File: src/rtl/ps2_key_encoder.sv
// PS/2 keyboard receiver: filters and deserializes device frames and folds
// scan-code set 2 prefixes into toggle-handshake ps2_key events.
module ps2_key_encoder #(
  parameter int FILTER_LEN = 8,
  parameter int TIMEOUT    = 96000
) (
  input  logic        clk_sys,
  input  logic        reset,
  input  logic        ps2_clk_in,
  input  logic        ps2_data_in,
  output logic [10:0] ps2_key,
  output logic        frame_err
);

  localparam int FW = $clog2(FILTER_LEN + 1);
  localparam int TW = $clog2(TIMEOUT + 1);

  logic [1:0]    clk_sync;
  logic [1:0]    dat_sync;
  logic          clk_s;
  logic          dat_s;
  logic [FW-1:0] flt_cnt;
  logic          clk_flt;
  logic          clk_flt_d;
  logic          fall;

  logic [3:0]    bit_cnt;
  logic [9:0]    sr;
  logic [TW-1:0] to_cnt;
  logic          stop_ev;
  logic          frame_ok;
  logic [7:0]    rx_byte;
  logic          ign_code;

  logic          ext;
  logic          rel;
  logic [2:0]    skip;
  logic          ext_n;
  logic          rel_n;
  logic [2:0]    skip_n;
  logic [10:0]   key_n;
  logic          err_n;

  assign clk_s = clk_sync[1];
  assign dat_s = dat_sync[1];

  always_ff @(posedge clk_sys) begin
    if (reset) begin
      clk_sync <= 2'b11;
      dat_sync <= 2'b11;
    end else begin
      clk_sync <= {clk_sync[0], ps2_clk_in};
      dat_sync <= {dat_sync[0], ps2_data_in};
    end
  end

  // Level must persist FILTER_LEN samples before the filtered clock moves
  always_ff @(posedge clk_sys) begin
    if (reset) begin
      flt_cnt   <= '0;
      clk_flt   <= 1'b1;
      clk_flt_d <= 1'b1;
    end else begin
      clk_flt_d <= clk_flt;
      if (clk_s != clk_flt) begin
        if (flt_cnt == FW'(FILTER_LEN - 1)) begin
          clk_flt <= clk_s;
          flt_cnt <= '0;
        end else begin
          flt_cnt <= flt_cnt + 1'b1;
        end
      end else begin
        flt_cnt <= '0;
      end
    end
  end

  assign fall = clk_flt_d & ~clk_flt;

  always_ff @(posedge clk_sys) begin
    if (reset) begin
      bit_cnt <= '0;
      sr      <= '0;
      to_cnt  <= '0;
    end else if (fall) begin
      to_cnt <= '0;
      if (bit_cnt == 4'd10) begin
        bit_cnt <= '0;
      end else begin
        bit_cnt <= bit_cnt + 4'd1;
        sr      <= {dat_s, sr[9:1]};
      end
    end else if (bit_cnt != 4'd0) begin
      if (to_cnt == TW'(TIMEOUT - 1)) begin
        bit_cnt <= '0;
        to_cnt  <= '0;
      end else begin
        to_cnt <= to_cnt + 1'b1;
      end
    end
  end

  // sr[0] start, sr[8:1] data, sr[9] parity; stop bit is live on dat_s
  assign stop_ev  = fall && (bit_cnt == 4'd10);
  assign frame_ok = ~sr[0] & dat_s & (^sr[9:1]);
  assign rx_byte  = sr[8:1];
  assign ign_code = (rx_byte == 8'hAA) || (rx_byte == 8'hFA) ||
                    (rx_byte == 8'hEE) || (rx_byte == 8'hFE);

  always_comb begin
    ext_n  = ext;
    rel_n  = rel;
    skip_n = skip;
    key_n  = ps2_key;
    err_n  = 1'b0;
    if (stop_ev) begin
      if (!frame_ok) begin
        err_n = 1'b1;
        ext_n = 1'b0;
        rel_n = 1'b0;
      end else if (skip != 3'd0) begin
        skip_n = skip - 3'd1;
      end else begin
        unique case (1'b1)
          (rx_byte == 8'hE1): begin
            skip_n = 3'd7;
            ext_n  = 1'b0;
            rel_n  = 1'b0;
          end
          (rx_byte == 8'hE0): ext_n = 1'b1;
          (rx_byte == 8'hF0): rel_n = 1'b1;
          (ign_code && !(ext || rel)): ;
          default: begin
            key_n = {~ps2_key[10], ~rel, ext, rx_byte};
            ext_n = 1'b0;
            rel_n = 1'b0;
          end
        endcase
      end
    end
  end

  always_ff @(posedge clk_sys) begin
    if (reset) begin
      ps2_key   <= '0;
      frame_err <= 1'b0;
      ext       <= 1'b0;
      rel       <= 1'b0;
      skip      <= '0;
    end else begin
      ps2_key   <= key_n;
      frame_err <= err_n;
      ext       <= ext_n;
      rel       <= rel_n;
      skip      <= skip_n;
    end
  end

endmodule
File: config.mk
export PLATFORM = sky130hd
export DESIGN_NAME = ps2_key_encoder
export DESIGN_NICKNAME = d
export VERILOG_FILES = /design/src/rtl/ps2_key_encoder.sv
export SDC_FILE = /design/constraint.sdc
export NUM_CORES = 1
export LEC_CHECK = 0
export ABC_AREA = 1
export CORE_ASPECT_RATIO = 2
export CORE_MARGIN = 2
export CORE_UTILIZATION = 64
export DETAILED_ROUTE_END_ITERATION = 16
export MAX_ROUTING_LAYER = met4
export PLACE_DENSITY_LB_ADDON = 0.3
export SYNTH_ARGS = -nofsm -noshare
export SYNTH_HDL_FRONTEND = slang
export SYNTH_SLANG_ARGS = --single-unit
File: constraint.sdc
create_clock -name clk_sys -period 5.7 [get_ports clk_sys]
set_clock_uncertainty 0.2 [all_clocks]
set_input_delay 0.855 -clock clk_sys [delete_from_list [all_inputs] [get_ports clk_sys]]
set_output_delay 0.855 -clock clk_sys [all_outputs]
set_load 0.05 [all_outputs]
==> results.md <==
| Item | This run | Unit |
|---|---|---|
| Weighted congestion at the end of routability-driven global placement | 0.924 | - |
| Hold Violations, Final | 0 | - |
| Number of vias per cell after detailed routing | 5.51 | - |
| Overall die height | 99.6 | um |
| Later-pin clock latency in the skew report | 340 | ps |
| Leakage power | 1.41 | nW |
| RSZ-0062 raised after global routing | false | - |
| Number of max-cap violations | 0 | - |
| Launching element type of the critical path | primary input | - |
| Critical path endpoint category | flip-flop | - |
| Cell area after synthesis | 2920 | sq um |
| Finished layout cell area | 3320 | sq um |
| Transition at the pin with the smallest max-transition slack | 1250 | ps |
| Hold buffer count at cts | 0 | - |
| Number of max-slew violations in the final report | 0 | - |
| Post-CTS repair timing setup buffer count | 0 | - |
| Antenna violations before repair | 0 | - |
| Pwr/cell area | 253 | nW/um^2 |
| Count of synthesis-stage warnings from yosys | 0 | - |
| Placement-stage worst setup slack | 2390 | ps |
| Count of antenna-violating nets left after detailed routing | 0 | - |
| Minimum period implied by the final worst setup slack | 2930 | ps |
| Cell total after placement | 464 | - |
| Clock edge transition at the registers on the reported setup and hold paths | 70 | ps |
| Buffers from clock root to sink, at most | 2 | - |
| Final sum of negative setup slack | 0 | ps |
| Clock tree from TritonCTS | built | - |
| DP HPWL | 4670 | um |
| Count of H-tree levels built during CTS | 3 | - |
| Layout overhead on the synthesized area | 13.5 | % |
| Normalized max-slew margin | 16.4 | % |
| Post-place instance area | 3100 | sq um |
| Count of pins on the block boundary | 16 | - |
| Worst min-delay path class | reg2reg | - |
| Seq cells post-synth | 58 | - |
| Die W | 51.8 | um |
| Pin count of the biggest net entering global routing | 29 | - |
| Final antenna diode count | 0 | - |
| Remaining DRCs | 0 | - |
| Arrival time at the worst endpoint | 2950 | ps |
| Most common library cell in the layout ignoring fill and taps | nand2_1 | - |
| Via total after detailed routing | 2,644 | - |
| Post-route worst setup slack | 2770 | ps |
| Wire length of the first global-routing pass | 11,300 | um |
| Critical Setup Path Class | in2reg | - |
| Synth Instances | 403 | - |
| Crit share post-route | 51.4 | % |
| Required time at the worst-slack endpoint | 5720 | ps |
| Via count of the first global-routing pass | 2,646 | - |
| Floorplan die area | 5160 | sq um |
| Library cells used by synthesis | 33 | - |
| Starting density of the core | 66.7 | % |
| Upper clock frequency limit | 0.341 | GHz |
| Iteration-0 DRC Markers | 75 | - |
| Total number of placement rows | 34 | - |
| First-pass detailed-route iteration total | 4 | - |
| Overall track demand over capacity in global routing | 30.0 | % |
| Per-instance average area after synthesis | 7.26 | sq um |
| Routed length per instance | 13.5 | um |
| Outcome | completed | - |
| Portion of the post-synthesis area used by sequential elements | 39.7 | % |
| Max VDD drop | 0.338 | mV |
| Maximum fanout along the worst path | 28 | - |
| Remaining Overflow, GRT | 0 | - |
| Core Footprint | 4380 | sq um |
| Post-CTS resize count | 0 | - |
| Fraction of layout instances using a drive strength above 1 | 8.22 | % |
| Final setup viols | 0 | - |
| Number of sinks driven by the clock tree | 58 | - |
| Detailed-route wire length | 6500 | um |
| Final non-filler cell total | 480 | - |
| Clock Tree Root | clkbuf_8 | - |
| Number of CTS-inserted buffers | 9 | - |
| Net count after synthesis | 424 | - |
| Count of port buffers added during placement | 15 | - |
| Most frequent cells in the layout | nand2_1, dfxtp_1, nor2_1 | - |
| Final net count | 442 | - |
==> area by class of cell <==
class                           instances  area [sq um]
Clock buffer                           10           138
Clock inverter                          6          80.1
Fill cell                             330          1060
Inverter                               53           204
Multi-Input combinational cell        284          1520
Sequential cell                        58          1160
Tap cell                               54          67.6
Timing Repair Buffer                   15           150
==> metal layers <==
metal,vias to the layer above,routed length (um),track usage [%]
li1,1348,-,-
met1,1215,2400,27.8
met2,61,3690,54.2
met3,20,185,6.31
met4,0,226,16.8
met5,-,0,-
==> power by group <==
part           internal (mW)  switching [mW]
combinational        0.00455         0.00861
clock                  0.255           0.164
sequential             0.407        0.000516
total                  0.666           0.173
==> cells by family (layout without fill, tap and decap cells) <==
| kind of cell | after synthesis | count (layout) | synth area share [%] |
|---|---|---|---|
| simple gates | 214 | 214 | 34.2 |
| buf+inv | 61 | 84 | 8.39 |
| flops | 58 | 58 | 39.7 |
| fa+ha+maj | 17 | 17 | 7.27 |
| compound gates | 46 | 46 | 8.30 |
| xor+xnor | 7 | 7 | 2.10 |
==> through the flow <==
step,power (mW),hold slack [ps],utilization (%)
3_3_place_gp,0.429,194,70.8
2_1_floorplan,0.425,189,-
3_5_place_dp,0.430,197,70.8
5_1_grt,0.863,229,75.7
4_1_cts,0.846,211,75.7
6_report,0.839,205,75.7
==> final timing paths <==
path                    start           to  slack [ps]  cells past startpoint
setup / recovery        reset   bit_cnt[1]        2770                      4
hold / removal    clk_sync[0]  clk_sync[1]         200                      1
setup reg to reg        sr[4]   ps2_key[3]        2990                     10
hold reg to reg   clk_sync[0]  clk_sync[1]         200                      1
==> state kept, by name, summed over array words and instances (netlist names) <==
name / flops
ps2_key: 11
bit_cnt: 4
to_cnt: 17
skip: 3
rel: 1
clk_flt: 1
sr: 10
clk_sync: 2
flt_cnt: 4
ext: 1
dat_sync: 2
clk_flt_d: 1
frame_err: 1
==> worst max-delay path, cell delays in order <==
cell and delay, ps:
clkdlybuf4s50_1 760, clkinv_1 710, nand2_1 490, o21ai_0 120
==> Yosys cell counts <==
| cell | count | share of area [%] |
|---|---|---|
| nor3_2 | 3 | 1.0 |
| nand4_1 | 16 | 3.4 |
| nor3_1 | 11 | 1.9 |
| nand3_2 | 1 | 0.34 |
| ha_1 | 17 | 7.3 |
| nor2_4 | 1 | 0.39 |
| nand3_1 | 34 | 5.8 |
| a31oi_1 | 2 | 0.43 |
| buf_2 | 2 | 0.34 |
| nor2_8 | 1 | 0.68 |
| o221ai_1 | 1 | 0.30 |
| o21ai_2 | 1 | 0.30 |
| o21ai_0 | 15 | 2.6 |
| inv_6 | 1 | 0.30 |
| nor3b_1 | 2 | 0.51 |
| nand2_2 | 3 | 0.64 |
| inv_1 | 50 | 6.4 |
| dfxtp_1 | 58 | 40 |
| and2_1 | 2 | 0.43 |
| nand2_1 | 77 | 9.9 |
| xnor2_1 | 1 | 0.30 |
| o211ai_1 | 1 | 0.26 |
| nor2_2 | 2 | 0.43 |
| nand2_4 | 2 | 0.77 |
| clkbuf_1 | 3 | 0.39 |
| clkinv_1 | 2 | 0.26 |
| nor2_1 | 54 | 6.9 |
| a21oi_1 | 26 | 4.4 |
| clkbuf_2 | 1 | 0.17 |
| xor2_1 | 6 | 1.8 |
| buf_4 | 2 | 0.51 |
| nor4_1 | 1 | 0.21 |
| or2_2 | 4 | 0.86 |
(Power assumes the default switching activity.)
